$ cat src/rtl/mem_stream_reader.sv
// Strided word reader for a 1-cycle-latency memory port, re-presented as a valid/ready stream.
// Optional feature macro STREAM_READER_SUM_EN adds a running sum of delivered words on sum_o.
module mem_stream_reader #(
    parameter int ADDR_WIDTH = 20,
    parameter int DATA_WIDTH = 32,
    parameter int LEN_WIDTH  = 16,
    parameter int STRIDE     = 4
) (
    input  logic                  clk_i,
    input  logic                  rst_i,
    input  logic                  start_i,
    input  logic [ADDR_WIDTH-1:0] base_i,
    input  logic [LEN_WIDTH-1:0]  count_i,
    output logic                  busy_o,
    output logic                  done_o,
    output logic [ADDR_WIDTH-1:0] mem_addr_o,
    output logic                  mem_re_o,
    input  logic [DATA_WIDTH-1:0] mem_q_i,
    output logic [DATA_WIDTH-1:0] out_data_o,
    output logic                  out_valid_o,
    input  logic                  out_ready_i
`ifdef STREAM_READER_SUM_EN
    ,
    output logic [DATA_WIDTH-1:0] sum_o
`endif
);

    typedef enum logic [1:0] {
        S_IDLE  = 2'd0,
        S_RUN   = 2'd1,
        S_DRAIN = 2'd2,
        S_DONE  = 2'd3
    } state_t;

    state_t state_q, state_d;

    logic [ADDR_WIDTH-1:0] addr_q, addr_d;
    logic [LEN_WIDTH-1:0]  count_q, count_d;
    logic [LEN_WIDTH-1:0]  issued_q, issued_d;
    logic                  inflight_q, inflight_d;

    logic [DATA_WIDTH-1:0] ent0_q, ent0_d;
    logic [DATA_WIDTH-1:0] ent1_q, ent1_d;
    logic                  wr_ptr_q, wr_ptr_d;
    logic                  rd_ptr_q, rd_ptr_d;
    logic [1:0]            fifo_cnt_q, fifo_cnt_d;

    logic                  start_acc;
    logic                  push;
    logic                  pop;
    logic [2:0]            held;
    logic [2:0]            room;
    logic                  can_issue;
    logic                  last_issue;

    assign start_acc = (state_q == S_IDLE) && start_i;
    assign push      = inflight_q;
    assign pop       = out_valid_o & out_ready_i;

    // A word popped this cycle frees its slot for a read issued in the same cycle.
    assign held       = {1'b0, fifo_cnt_q} + {2'b00, inflight_q};
    assign room       = 3'd2 + {2'b00, pop};
    assign can_issue  = (state_q == S_RUN) && (issued_q < count_q) && (held < room);
    assign last_issue = can_issue && (issued_q == (count_q - LEN_WIDTH'(1)));

    assign mem_addr_o  = addr_q;
    assign out_valid_o = (fifo_cnt_q != 2'd0);
    assign out_data_o  = rd_ptr_q ? ent1_q : ent0_q;

    // FSM: state register
    always_ff @(posedge clk_i or posedge rst_i) begin
        if (rst_i) begin
            state_q <= S_IDLE;
        end else begin
            state_q <= state_d;
        end
    end

    // FSM: next state
    always_comb begin
        state_d = state_q;
        case (state_q)
            S_IDLE: begin
                if (start_i) begin
                    state_d = (count_i == '0) ? S_DONE : S_RUN;
                end
            end
            S_RUN: begin
                if (last_issue) begin
                    state_d = S_DRAIN;
                end
            end
            S_DRAIN: begin
                // Look ahead so DONE lands the cycle right after the final hand-off.
                if ((fifo_cnt_d == 2'd0) && !inflight_d) begin
                    state_d = S_DONE;
                end
            end
            S_DONE: begin
                state_d = S_IDLE;
            end
            default: begin
                state_d = S_IDLE;
            end
        endcase
    end

    // FSM: outputs
    always_comb begin
        busy_o   = (state_q != S_IDLE);
        done_o   = (state_q == S_DONE);
        mem_re_o = can_issue;
    end

    always_comb begin
        addr_d     = addr_q;
        count_d    = count_q;
        issued_d   = issued_q;
        inflight_d = can_issue;
        ent0_d     = ent0_q;
        ent1_d     = ent1_q;
        wr_ptr_d   = wr_ptr_q;
        rd_ptr_d   = rd_ptr_q;
        fifo_cnt_d = fifo_cnt_q + {1'b0, push} - {1'b0, pop};

        if (start_acc) begin
            addr_d   = base_i;
            count_d  = count_i;
            issued_d = '0;
        end else if (can_issue) begin
            addr_d   = addr_q + ADDR_WIDTH'(STRIDE);
            issued_d = issued_q + LEN_WIDTH'(1);
        end

        if (push) begin
            if (wr_ptr_q) begin
                ent1_d = mem_q_i;
            end else begin
                ent0_d = mem_q_i;
            end
            wr_ptr_d = ~wr_ptr_q;
        end

        if (pop) begin
            rd_ptr_d = ~rd_ptr_q;
        end
    end

    always_ff @(posedge clk_i or posedge rst_i) begin
        if (rst_i) begin
            addr_q     <= '0;
            count_q    <= '0;
            issued_q   <= '0;
            inflight_q <= 1'b0;
            ent0_q     <= '0;
            ent1_q     <= '0;
            wr_ptr_q   <= 1'b0;
            rd_ptr_q   <= 1'b0;
            fifo_cnt_q <= 2'd0;
        end else begin
            addr_q     <= addr_d;
            count_q    <= count_d;
            issued_q   <= issued_d;
            inflight_q <= inflight_d;
            ent0_q     <= ent0_d;
            ent1_q     <= ent1_d;
            wr_ptr_q   <= wr_ptr_d;
            rd_ptr_q   <= rd_ptr_d;
            fifo_cnt_q <= fifo_cnt_d;
        end
    end

`ifdef STREAM_READER_SUM_EN
    logic [DATA_WIDTH-1:0] sum_q, sum_d;

    always_comb begin
        sum_d = sum_q;
        if (start_acc) begin
            sum_d = '0;
        end else if (pop) begin
            sum_d = sum_q + out_data_o;
        end
    end

    always_ff @(posedge clk_i or posedge rst_i) begin
        if (rst_i) begin
            sum_q <= '0;
        end else begin
            sum_q <= sum_d;
        end
    end

    assign sum_o = sum_q;
`endif

endmodule

$ cat config.mk
export PLATFORM = sky130hd
export DESIGN_NAME = mem_stream_reader
export DESIGN_NICKNAME = d
export VERILOG_FILES = /design/src/rtl/mem_stream_reader.sv
export SDC_FILE = /design/constraint.sdc
export NUM_CORES = 1
export LEC_CHECK = 0
export BUFFER_PORTS_ARGS = -buffer_cell sky130_fd_sc_hd__buf_4
export CAP_MARGIN = 15
export CORE_UTILIZATION = 56
export CTS_CLUSTER_DIAMETER = 60
export CTS_CLUSTER_SIZE = 24
export DETAILED_ROUTE_END_ITERATION = 7
export GPL_ROUTABILITY_DRIVEN = 0
export PLACE_DENSITY = 0.8
export SLEW_MARGIN = 10
export SYNTH_ARGS = -nofsm -noshare
export SYNTH_HDL_FRONTEND = slang
export SYNTH_SLANG_ARGS = --single-unit
$ cat constraint.sdc
create_clock -name clk_i -period 3.95 [get_ports clk_i]
set_input_delay 0.395 -clock clk_i [delete_from_list [all_inputs] [get_ports clk_i]]
set_output_delay 0.395 -clock clk_i [all_outputs]
set_load 0.02 [all_outputs]
# ---- Word level (Yosys, flattened, before mapping)
# Index checks and enable logic that the tools add are counted.
dict set report word_totals {
  reg_bits 123
  in_bits 72
  elab_cells 54
}
dict set report op_classes {
  add_sub_neg 7
  order_cmp 2
  eq_ne 7
  n_mux 10
  bitwise 3
  n_reduce_logical 15
}
# cell n
set ops {}
lappend ops {{$mux W20} 2}
lappend ops {{$mux W16} 2}
lappend ops {{$mux W32} 1}
lappend ops {{$add A20 B3 Y20 const B} 1}
lappend ops {{$add A16 B1 Y16 const B} 1}
lappend ops {{$eq A16 B16 Y1} 1}
lappend ops {{$logic_not A16 Y1} 1}
lappend ops {{$lt A16 B16 Y1} 1}
lappend ops {{$sub A16 B1 Y16 const B} 1}
lappend ops {{$mux W2} 4}
lappend ops {{$pmux W2 S4} 1}
lappend ops {{$ne A2 B2 Y1 const B} 3}
lappend ops {{$reduce_bool A2 Y1} 3}
lappend ops {{$logic_and A1 B1 Y1} 5}
lappend ops {{$eq A2 B2 Y1 const B} 2}
lappend ops {{$logic_not A2 Y1} 2}
lappend ops {{$reduce_and A2 Y1} 2}
lappend ops {{$add A2 B1 Y3} 1}
lappend ops {{$add A2 B1 Y3 const A} 1}
lappend ops {{$lt A3 B3 Y1} 1}
lappend ops {{$reduce_and A3 Y1} 1}
lappend ops {{$add A2 B1 Y2} 1}
lappend ops {{$eq A2 B1 Y1 const B} 1}
lappend ops {{$not A1 Y1} 2}
lappend ops {{3 further kinds} 3}

# ---- Depth between registers and ports, before layout
# Gate-level depths: netlist of run 1.
dict set report logic_depth {
  depth_word 9
  mapped_depth 13
  ltp_nobuf 12
}

# ---- Worst setup path after synthesis of run 1
# Ideal clock, no wire load.
dict set report synth_path {
  path_kind {register to register}
  startpoint {register count_q[3]}
  endpoint {register addr_q[19], in the netlist mem_addr_o[19]}
  setup_time_ns 0.082
  arrival_ns 2.591
  required_time_ns 3.868
  slack_ns 1.277
  stages_incl_launch_ff 11
  period_less_slack_ns 2.673
  path_cell_list {dfrtp_1 > inv_1 > ha_1 > a21o_1 > a21oi_1 > a21oi_1 > o21a_1 > buf_2 > or4_4 > or4_1 > a31oi_1}
}
dict set report synth_between {
  elab_chain_len 4
}
# item line
set synth_rtl {}
lappend synth_rtl {{start: declaration} 38} ;# logic [LEN_WIDTH-1:0] count_q, count_d;
lappend synth_rtl {{start signal: assignment} 162} ;# count_q <= count_d;
lappend synth_rtl {{$lt A16 B16 Y1} 63} ;# assign can_issue = (state_q == S_RUN) && (issued_q < count_q) && (held < room);
lappend synth_rtl {{$logic_and A1 B1 Y1 (2 in series)} 63}
lappend synth_rtl {{$reduce_bool A2 Y1 (no source line)} n/a}
lappend synth_rtl {{end signal: assignment} 161} ;# addr_q <= addr_d;
lappend synth_rtl {{end: declaration} 37} ;# logic [ADDR_WIDTH-1:0] addr_q, addr_d;
# Every way passes these cells.
# A chain may end at the register's enable or synchronous reset.

# ---- Worst setup path after layout of run 1
dict set report layout_path {
  startpoint {register count_q[1]}
  endpoint {output mem_re_o}
}
dict set report layout_between {
  elab_chain_len 3
}
# item line
set layout_rtl {}
lappend layout_rtl {{$lt A16 B16 Y1} 63}
lappend layout_rtl {{$logic_and A1 B1 Y1 (2 in series)} 63}
lappend layout_rtl {{end: declaration} 17} ;# output logic mem_re_o,
# Every way passes these cells.

==> impl_metrics.json, run 1 <==
{
  "crit_buf_inv": 3,
  "end_kind": "primary output",
  "viasPerCell": 5.919,
  "die_area_um2": 12470,
  "yosys_warnings": 0,
  "setup_viol": 0,
  "synth_top_family_by_area": "multiplexers",
  "drt_iter0_markers": 422,
  "grt.total_usage_pct": 27.03,
  "antenna_found_initial": 0,
  "drc": 11,
  "syn_avg_cell_area_um2": 10.59,
  "critPathKind": "register to primary output",
  "leakagePower_uw": 0.003781,
  "synth_seq_cells": 123,
  "first_pass_iters": 8,
  "cts_inserted_buffers": 17,
  "grt_max_degree": 71,
  "r2r-start": "count_q[1]",
  "final_common_cell": "buf_4",
  "fin_crit_sh_pct": 85.22,
  "fin_cells": 917,
  "ctsResizeCount": 0,
  "drt-total-wl_um": 16030,
  "detail-route-antenna-nets": 0,
  "hold_path_class": "input port to asynchronous set/reset pin",
  "status": "finished, violations left",
  "die_x_um": 111.7,
  "htree_levels": 4,
  "postCtsSetupBuffers": 0,
  "num_rows": 39,
  "synth_compound_area_share_pct": 8.679,
  "startpoint_type": "register",
  "clkSinkCount": 123,
  "slew_headroom_pct": 42.40,
  "crit_fanout": 19,
  "powerDensity_nw_per_um2": 879.6,
  "cts.clk_slew.worst_paths_ns": 0.05,
  "rrSetupSlack_ns": 0.84,
  "synth_fa_ha_area_share_pct": 5.203,
  "cp_slowest_cell": "or2_2",
  "overflow": 0,
  "violations": "design-rule violations",
  "nets": 863,
  "layout_min_cycle_time_ns": 3.366,
  "diodes": 0,
  "ctsRootBufferMaster": "clkbuf_16",
  "maxSlewViolCount": 0,
  "dp_slack_ns": 0.8837,
  "slowest_delay_ns": 0.45,
  "synthArstFlopShare_pct": 100.0,
  "synth_cell_types": 55,
  "fin_tns_setup_ns": 0,
  "ir_drop_v": 0.0005199,
  "startpoint": "count_q[1]",
  "postSynthCellCount": 636,
  "required_ns": 3.56,
  "grt_pass1_vias": 5513,
  "max_freq_mhz": 297.1,
  "io_pins": 128,
  "synth-edff-count": 0,
  "vias": 5428,
  "final_cell_mix": "buf_4, dfrtp_1, mux2_2",
  "yosys.area_share.simple_pct": 14.90,
  "core_area_um2": 11560,
  "dpl.cell_count": 886,
  "initial_utilization_pct": 58.22,
  "grt_pass1_wl_um": 26460,
  "fin_ws_ns": 0.5836,
  "syn_area_um2": 6733,
  "portBuffers": 127,
  "rsz0062_at_grt": "no",
  "clk-insertion-delay-late_ns": 0.41,
  "crit_chain": "inv_1 > ha_1 > nor2b_1 > o2111ai_1 > a21oi_1 > o21a_1 > or2_2 > inv_2 > buf_4",
  "cts.hold.buffers_added": 0,
  "hold_viol": 0,
  "synth-xor-area-share_pct": 4.943,
  "synthMuxAreaShare_pct": 16.95,
  "synth_ff_type": "dfrtp_1",
  "place_hpwl_um": 11230,
  "wl_per_cell_um": 17.48,
  "area_growth_pct": 25.24,
  "ys_seq_area_share_pct": 45.72,
  "drv_cap": 0,
  "cp_top_family": "compound AO/OA/AOI/OAI gates",
  "die_h_um": 111.7,
  "drive_gt1_share_pct": 36.05,
  "clockBufferDepth": 2,
  "tritoncts": "yes",
  "worst_pin_slew_ns": 0.8640,
  "worstPathArrival_ns": 2.97,
  "postSynthNetCount": 736,
  "fin_skew_ns": 0.006300
}
Yosys cell counts, drive strengths merged (3+ instances only):
cell | n | area, um2
xnor2 | 35 | 306.5
nand2 | 54 | 202.7
dfrtp | 123 | 3078
ha | 28 | 350.3
a21o | 5 | 38.79
a31oi | 11 | 68.82
and4 | 3 | 27.53
xor2 | 3 | 26.28
a211oi | 4 | 35.03
o31ai | 4 | 30.03
a21oi | 21 | 105.1
clkbuf | 20 | 76.32
nor3b | 5 | 37.54
nor2 | 31 | 116.4
nand3 | 13 | 65.06
nor3 | 8 | 40.04
or3 | 10 | 62.56
and3 | 10 | 65.06
inv | 34 | 127.6
o21ai | 35 | 175.2
nand2b | 5 | 31.28
nor4 | 21 | 146.4
nand4 | 8 | 50.05
a31o | 4 | 35.04
mux2 | 96 | 1081
or4 | 6 | 52.55
buf | 8 | 38.78
mux2i | 6 | 60.06
or2 | 5 | 31.28
metrics by stage:
stage | power [uW] | hold WS, ns | instance area (um2) | util [%]
floorplan | 4624 | 0.4543 | 6733 | -
global placement | 5632 | 0.4644 | 7812 | 67.55
detailed placement | 5779 | 0.4724 | 7812 | 67.55
CTS | 7432 | 0.1704 | 8421 | 72.81
global route | 7863 | 0.1643 | 8432 | 72.91
finish | 7417 | 0.1766 | 8432 | 72.91
registers in the layout, indices dropped and copies added, names as in the netlist:
name and count:
state_q 2, inflight_q 1, ent0_q 32, wr_ptr_q 1, issued_q 16, count_q 16
mem_addr_o 20, ent1_q 32, rd_ptr_q 1, fifo_cnt_q 2
cell families (layout without fill, tap and decap cells):
family,count (synthesis),in the layout
compound gates,95,95
flops,123,123
mux,102,102
xor+xnor,38,38
fa+ha+maj,28,28
simple gates,188,188
buf+inv,62,200
power breakdown:
part           switching, uW  internal, uW  total, uW
sequential               490          1840       2330
combinational           1800          1680       3480
clock                    521          1080       1600
total                   2810          4600       7420
path summary, 6_finish.rpt:
check | to | depth (start not counted)
hold / removal | mem_addr_o[12] | 2
setup / recovery | mem_re_o | 9
hold reg to reg | mem_addr_o[0] | 2
max in group asynchronous | ent0_q[12] | 3
min in group clk_i | mem_addr_o[0] | 3
setup reg to reg | mem_addr_o[19] | 9
layer usage:
metal	track usage [%]	wire, um
met3	7.621	1279
met2	44.68	7884
met4	8.919	277
met1	34.23	6584
met5	0	0
worst register-to-register path, delay by kind of cell (launching register included):
kind / cells / cell delay [ns]
and+or+nand+nor: 3 / 1.26
adders and majority gates: 1 / 0.31
AOI/OAI and AO/OA: 4 / 0.95
DFF: 1 / 0.41
buffers and inverters: 1 / 0.10
final cells by class:
type	count	area, um2
timing repair buffer	136	1025
tap	143	178.9
multi-input combinational	451	3412
fill	810	3133
clock buffer	23	467.9
sequential	123	3078
inverter	34	130.1
clock inverter	7	140.1
No activity file was read; power rests on OpenSTA's default activity.
==> inputs of run 2 (changes only) <==
CORE_MARGIN = 3   (was not set)
CORE_UTILIZATION = 58   (was 56)
CTS_BUF_LIST = sky130_fd_sc_hd__clkbuf_2   (was not set)
PLACE_DENSITY = 0.82   (was 0.8)
REMOVE_ABC_BUFFERS = 1   (was not set)
==> run 2 against run 1 <==
The run now ends clean. Via count rose by 5.3%. Critical path depth is the same. Utilization rose by 5.3 points. Sequential power hardly changed. Sequential cell count is the same. Register-to-register slack improved by 0.07 ns. Largest cell class unchanged.
==> impl_metrics.json, run 2 (same netlist as run 1, synthesis figures left out) <==
{
  "initial_utilization_pct": 60.77,
  "holdWs_ns": 0.08647,
  "grt_busiest_layer": "met2",
  "grt_use_met3_pct": 5.676,
  "fin_crit_sh_pct": 90.54,
  "first_pass_iters": 5,
  "portBuffers": 127,
  "grt_pass1_wl_um": 28640,
  "fin_skew_ns": 0.02525,
  "drc": 0,
  "nets": 929,
  "worst_pin_slew_ns": 1.125,
  "io_pins": 128,
  "die_x_um": 113.7,
  "fin_ws_ns": 0.3737,
  "clkSinkCount": 123,
  "htree_levels": 4,
  "grt_use_met1_pct": 35.02,
  "final_common_cell": "buf_4",
  "overflow": 0,
  "rsz0062_at_grt": "no",
  "startpoint_type": "register",
  "antenna_found_initial": 1,
  "detail-route-antenna-nets": 0,
  "hold_viol": 0,
  "grt_pass1_vias": 5771,
  "core_area_um2": 11080,
  "required_ns": 3.56,
  "worstPathArrival_ns": 3.18,
  "slew_headroom_pct": 24.84,
  "setup_viol": 0,
  "cts.clk_slew.worst_paths_ns": 0.18,
  "vias": 5716,
  "grt_max_degree": 69,
  "die_h_um": 113.7,
  "ctsRootBufferMaster": "clkbuf_2",
  "wl_per_cell_um": 17.73,
  "dp_slack_ns": 0.8576,
  "maxSlewViolCount": 0,
  "drv_cap": 0,
  "tritoncts": "yes",
  "grt.total_usage_pct": 27.87,
  "cts_inserted_buffers": 17,
  "ir_drop_v": 0.0005387,
  "crit_fanout": 19,
  "status": "completed",
  "layout_min_cycle_time_ns": 3.576,
  "area_growth_pct": 28.75,
  "drt-total-wl_um": 17400,
  "hold_path_class": "input port to register",
  "die_area_um2": 12940,
  "grtUsageMet2_pct": 49.08,
  "end_kind": "primary output",
  "final_design_area_no_fill_um2": 8668,
  "max_freq_mhz": 279.6,
  "drt_iter0_markers": 490,
  "clk-insertion-delay-late_ns": 0.71,
  "final_cell_mix": "buf_4, dfrtp_1, mux2_2",
  "place_area_um2": 7795,
  "powerDensity_nw_per_um2": 757.4,
  "clockBufferDepth": 2,
  "place_hpwl_um": 11470,
  "fin_tns_setup_ns": 0,
  "critPathKind": "register to primary output",
  "viasPerCell": 5.827,
  "power_uw": 6565,
  "leakagePower_uw": 0.003880,
  "num_rows": 38,
  "drive_gt1_share_pct": 33.10
}
run 2: cell types whose count changed in the layout (fill, tap and decap cells not counted), sizes merged:
cell,previous run,this run
buf,136,133
bufinv,4,1
clkbuf,23,20
clkinv,1,7
diode,0,1
dlygate4sd3,0,69
run 2: cell type report:
| class | instances | area [um2] |
|---|---|---|
| Sequential cell | 123 | 3078 |
| Multi-Input combinational cell | 451 | 3415 |
| Fill cell | 700 | 2410 |
| Inverter | 34 | 130.1 |
| Tap cell | 140 | 175.2 |
| Clock inverter | 10 | 78.83 |
| Antenna cell | 1 | 2.502 |
| Clock buffer | 20 | 100.1 |
| Timing Repair Buffer | 202 | 1689 |
run 2: path summary, 6_finish.rpt:
kind                              from             to  slack, ns  depth (start not counted)
max                         count_q[6]       mem_re_o       0.37                          9
min                        out_ready_i       rd_ptr_q       0.09                          3
max reg2reg                 count_q[6]   issued_q[10]       0.91                          9
min reg2reg                   wr_ptr_q       wr_ptr_q       0.50                          1
max in group asynchronous        rst_i    issued_q[4]       2.57                          4
min in group asynchronous        rst_i  mem_addr_o[0]       0.40                          3
run 2: worst max-delay path, stage by stage (launching register included):
cell and delay, ns:
dfrtp_1 0.46, inv_1 0.09, ha_1 0.31, a21o_1 0.18
a21oi_1 0.23, nand2_1 0.08, o21a_2 0.33, or2_2 0.39
inv_2 0.22, buf_4 0.19
run 2: per-layer routing:
layer  part of all wire (%)  wire, um
met1                     41      7157
met2                     52      9090
met3                    5.3       917
met4                    1.3       231
met5                      0         0
run 2: repair_timing:
action | 4_1_cts | 5_1_grt
setup buffers | 0 | 0
gates resized for setup | 0 | 1
endpoints found under the hold margin | 167 | 0
setup endpoints to repair | 0 | 1
hold buffers | 69 | 0
run 2: stage by stage:
step | util [%] | instances
2_1_floorplan | - | 608
3_3_place_gp | 70.36 | 881
3_5_place_dp | 70.36 | 881
4_1_cts | 78.21 | 980
5_1_grt | 78.25 | 981
6_report | 78.25 | 981
run 2: report_power, final:
group	total (uW)	internal (uW)	switching (uW)
registers	2320	1830	485
clock network	682	217	464
logic	3570	1720	1850
==> inputs of run 3 (changes only) <==
ABC_CLOCK_PERIOD_IN_PS = 3950   (was not set)
PLACE_DENSITY = 0.92   (was 0.82)
==> run 3 against run 2 <==
Utilization increased by 1.0 points. Sequential share of layout area decreased by 0.46 points. Non-clock buffer count increased by 2. Die area unchanged. Fmax decreased by 3.7%. Wire length increased by 6.1%. First-iteration DRC count decreased by 1.8%. Hold slack got worse by 0.010 ns. Power increased by 4.5%. Largest cell class unchanged. Largest power group unchanged.
==> impl_metrics.json, run 3 (same netlist as run 1, synthesis figures left out) <==
{
  "status": "completed",
  "initial_utilization_pct": 60.77,
  "leakagePower_uw": 0.003934,
  "nets": 931,
  "fillers": 656,
  "ir_drop_v": 0.0005016,
  "fin_tns_setup_ns": 0,
  "grt_pass1_vias": 5963,
  "die_h_um": 113.7,
  "detail-route-antenna-nets": 0,
  "cts.clk_slew.worst_paths_ns": 0.18,
  "layout_min_cycle_time_ns": 3.715,
  "die_area_um2": 12940,
  "viasPerCell": 5.888,
  "grt_max_degree": 89,
  "ctsRootBufferMaster": "clkbuf_2",
  "fin_skew_ns": 0.03537,
  "num_rows": 38,
  "post-route-util_pct": 79.26,
  "maxSlewViolCount": 0,
  "pwr-share-seq_pct": 34.5,
  "portBuffers": 127,
  "end_kind": "primary output",
  "final_design_area_no_fill_um2": 8781,
  "holdWs_ns": 0.07629,
  "power_switching_uw": 2941,
  "final_cell_mix": "buf_4, dfrtp_1, mux2_2",
  "worstPathArrival_ns": 3.32,
  "area_growth_pct": 30.42,
  "grt_use_met1_pct": 34.65,
  "critPathKind": "register to primary output",
  "drv_cap": 0,
  "cts_inserted_buffers": 17,
  "overflow": 0,
  "first_pass_iters": 5,
  "startpoint_type": "register",
  "grt_pass1_wl_um": 29530,
  "htree_levels": 4,
  "final_common_cell": "buf_4",
  "die_x_um": 113.7,
  "vias": 5800,
  "drc": 0,
  "clockBufferDepth": 2,
  "tritoncts": "yes",
  "drt-total-wl_um": 18450,
  "fin_crit_sh_pct": 94.06,
  "place_area_um2": 7802,
  "slew_headroom_pct": 23.50,
  "grt.total_usage_pct": 28.70,
  "grt_use_met3_pct": 5.358,
  "antenna_found_initial": 0,
  "ctsResizeCount": 0,
  "drt_iter0_markers": 481,
  "drive_gt1_share_pct": 33.65,
  "clkSinkCount": 123,
  "grt_busiest_layer": "met2",
  "worst_pin_slew_ns": 1.145,
  "crit_fanout": 19,
  "p_int_uw": 3919,
  "grtUsageMet2_pct": 51.63,
  "swShare_pct": 42.87,
  "combPwrFrac_pct": 53.0,
  "required_ns": 3.56,
  "io_pins": 128,
  "place_hpwl_um": 11810,
  "hold_viol": 0,
  "cts.hold.buffers_added": 69,
  "powerDensity_nw_per_um2": 781.2,
  "setup_viol": 0,
  "wl_per_cell_um": 18.74,
  "core_area_um2": 11080,
  "postCtsSetupBuffers": 0,
  "hold_path_class": "input port to register",
  "rsz0062_at_grt": "no",
  "max_freq_mhz": 269.2,
  "rrSetupSlack_ns": 0.74,
  "clk-insertion-delay-late_ns": 0.68,
  "pwr-share-clk_pct": 12.5
}
==> run 3: cell count changes in the layout (fill, tap and decap cells not counted) <==
cell / previous run / this run
bufinv_16: 1 / 3
buf_4: 133 / 134
clkinv_1: 4 / 1
buf_16: 0 / 1
o21a_1: 1 / 2
o21a_2: 1 / 0
clkinv_4: 1 / 2
clkbuf_2: 20 / 17
clkinv_2: 2 / 4
inv_6: 0 / 3
==> run 3: cell type report <==
cell class	count	area [um2]	area share (%)
Timing Repair Buffer	204	1724	19.64
Clock buffer	17	85.08	0.9689
Inverter	34	130.1	1.482
Antenna cell	1	2.502	0.02850
Tap cell	140	175.2	1.995
Clock inverter	15	172.7	1.966
Sequential cell	123	3078	35.05
Multi-Input combinational cell	451	3413	38.87
==> run 3: path summary, 6_finish.rpt <==
path | from | to | depth (start not counted)
max | count_q[6] | mem_re_o | 9
min | out_ready_i | rd_ptr_q | 3
max reg2reg | count_q[6] | mem_addr_o[19] | 9
min reg2reg | wr_ptr_q | wr_ptr_q | 1
max in group asynchronous | rst_i | ent1_q[9] | 5
min in group asynchronous | rst_i | mem_addr_o[11] | 3
==> run 3: worst max-delay path: stages (launching register included) <==
cell and delay, ns:
dfrtp_1 0.47, inv_1 0.10, ha_1 0.33, a21o_1 0.18
a21oi_1 0.24, nand2_1 0.09, o21a_1 0.40, or2_2 0.44
inv_2 0.22, buf_4 0.19
==> run 3: metal layers <==
| layer | vias up | wire (um) |
|---|---|---|
| li1 | 2670 | - |
| met1 | 2827 | 7380 |
| met2 | 241 | 9589 |
| met3 | 62 | 967 |
| met4 | 0 | 517 |
| met5 | - | 0 |
==> run 3: power by group through the flow <==
stage               Sequential [uW]  Combinational (uW)  Clock, uW
finish                         2370                3630        859
floorplan                      2350                2230          0
global route                   2430                3900        926
global placement               2280                3330          0
detailed placement             2350                3470          0
CTS                            2320                3560        860
==> run 3: through the flow <==
step / cells / total power, uW / setup slack [ns]
6_report: 985 / 6859 / 0.2346
5_1_grt: 984 / 7261 / 0.06709
4_1_cts: 983 / 6736 / 0.2508
3_5_place_dp: 882 / 5817 / 0.8065
3_3_place_gp: 882 / 5602 / 0.9508
2_1_floorplan: 608 / 4574 / 0.2841
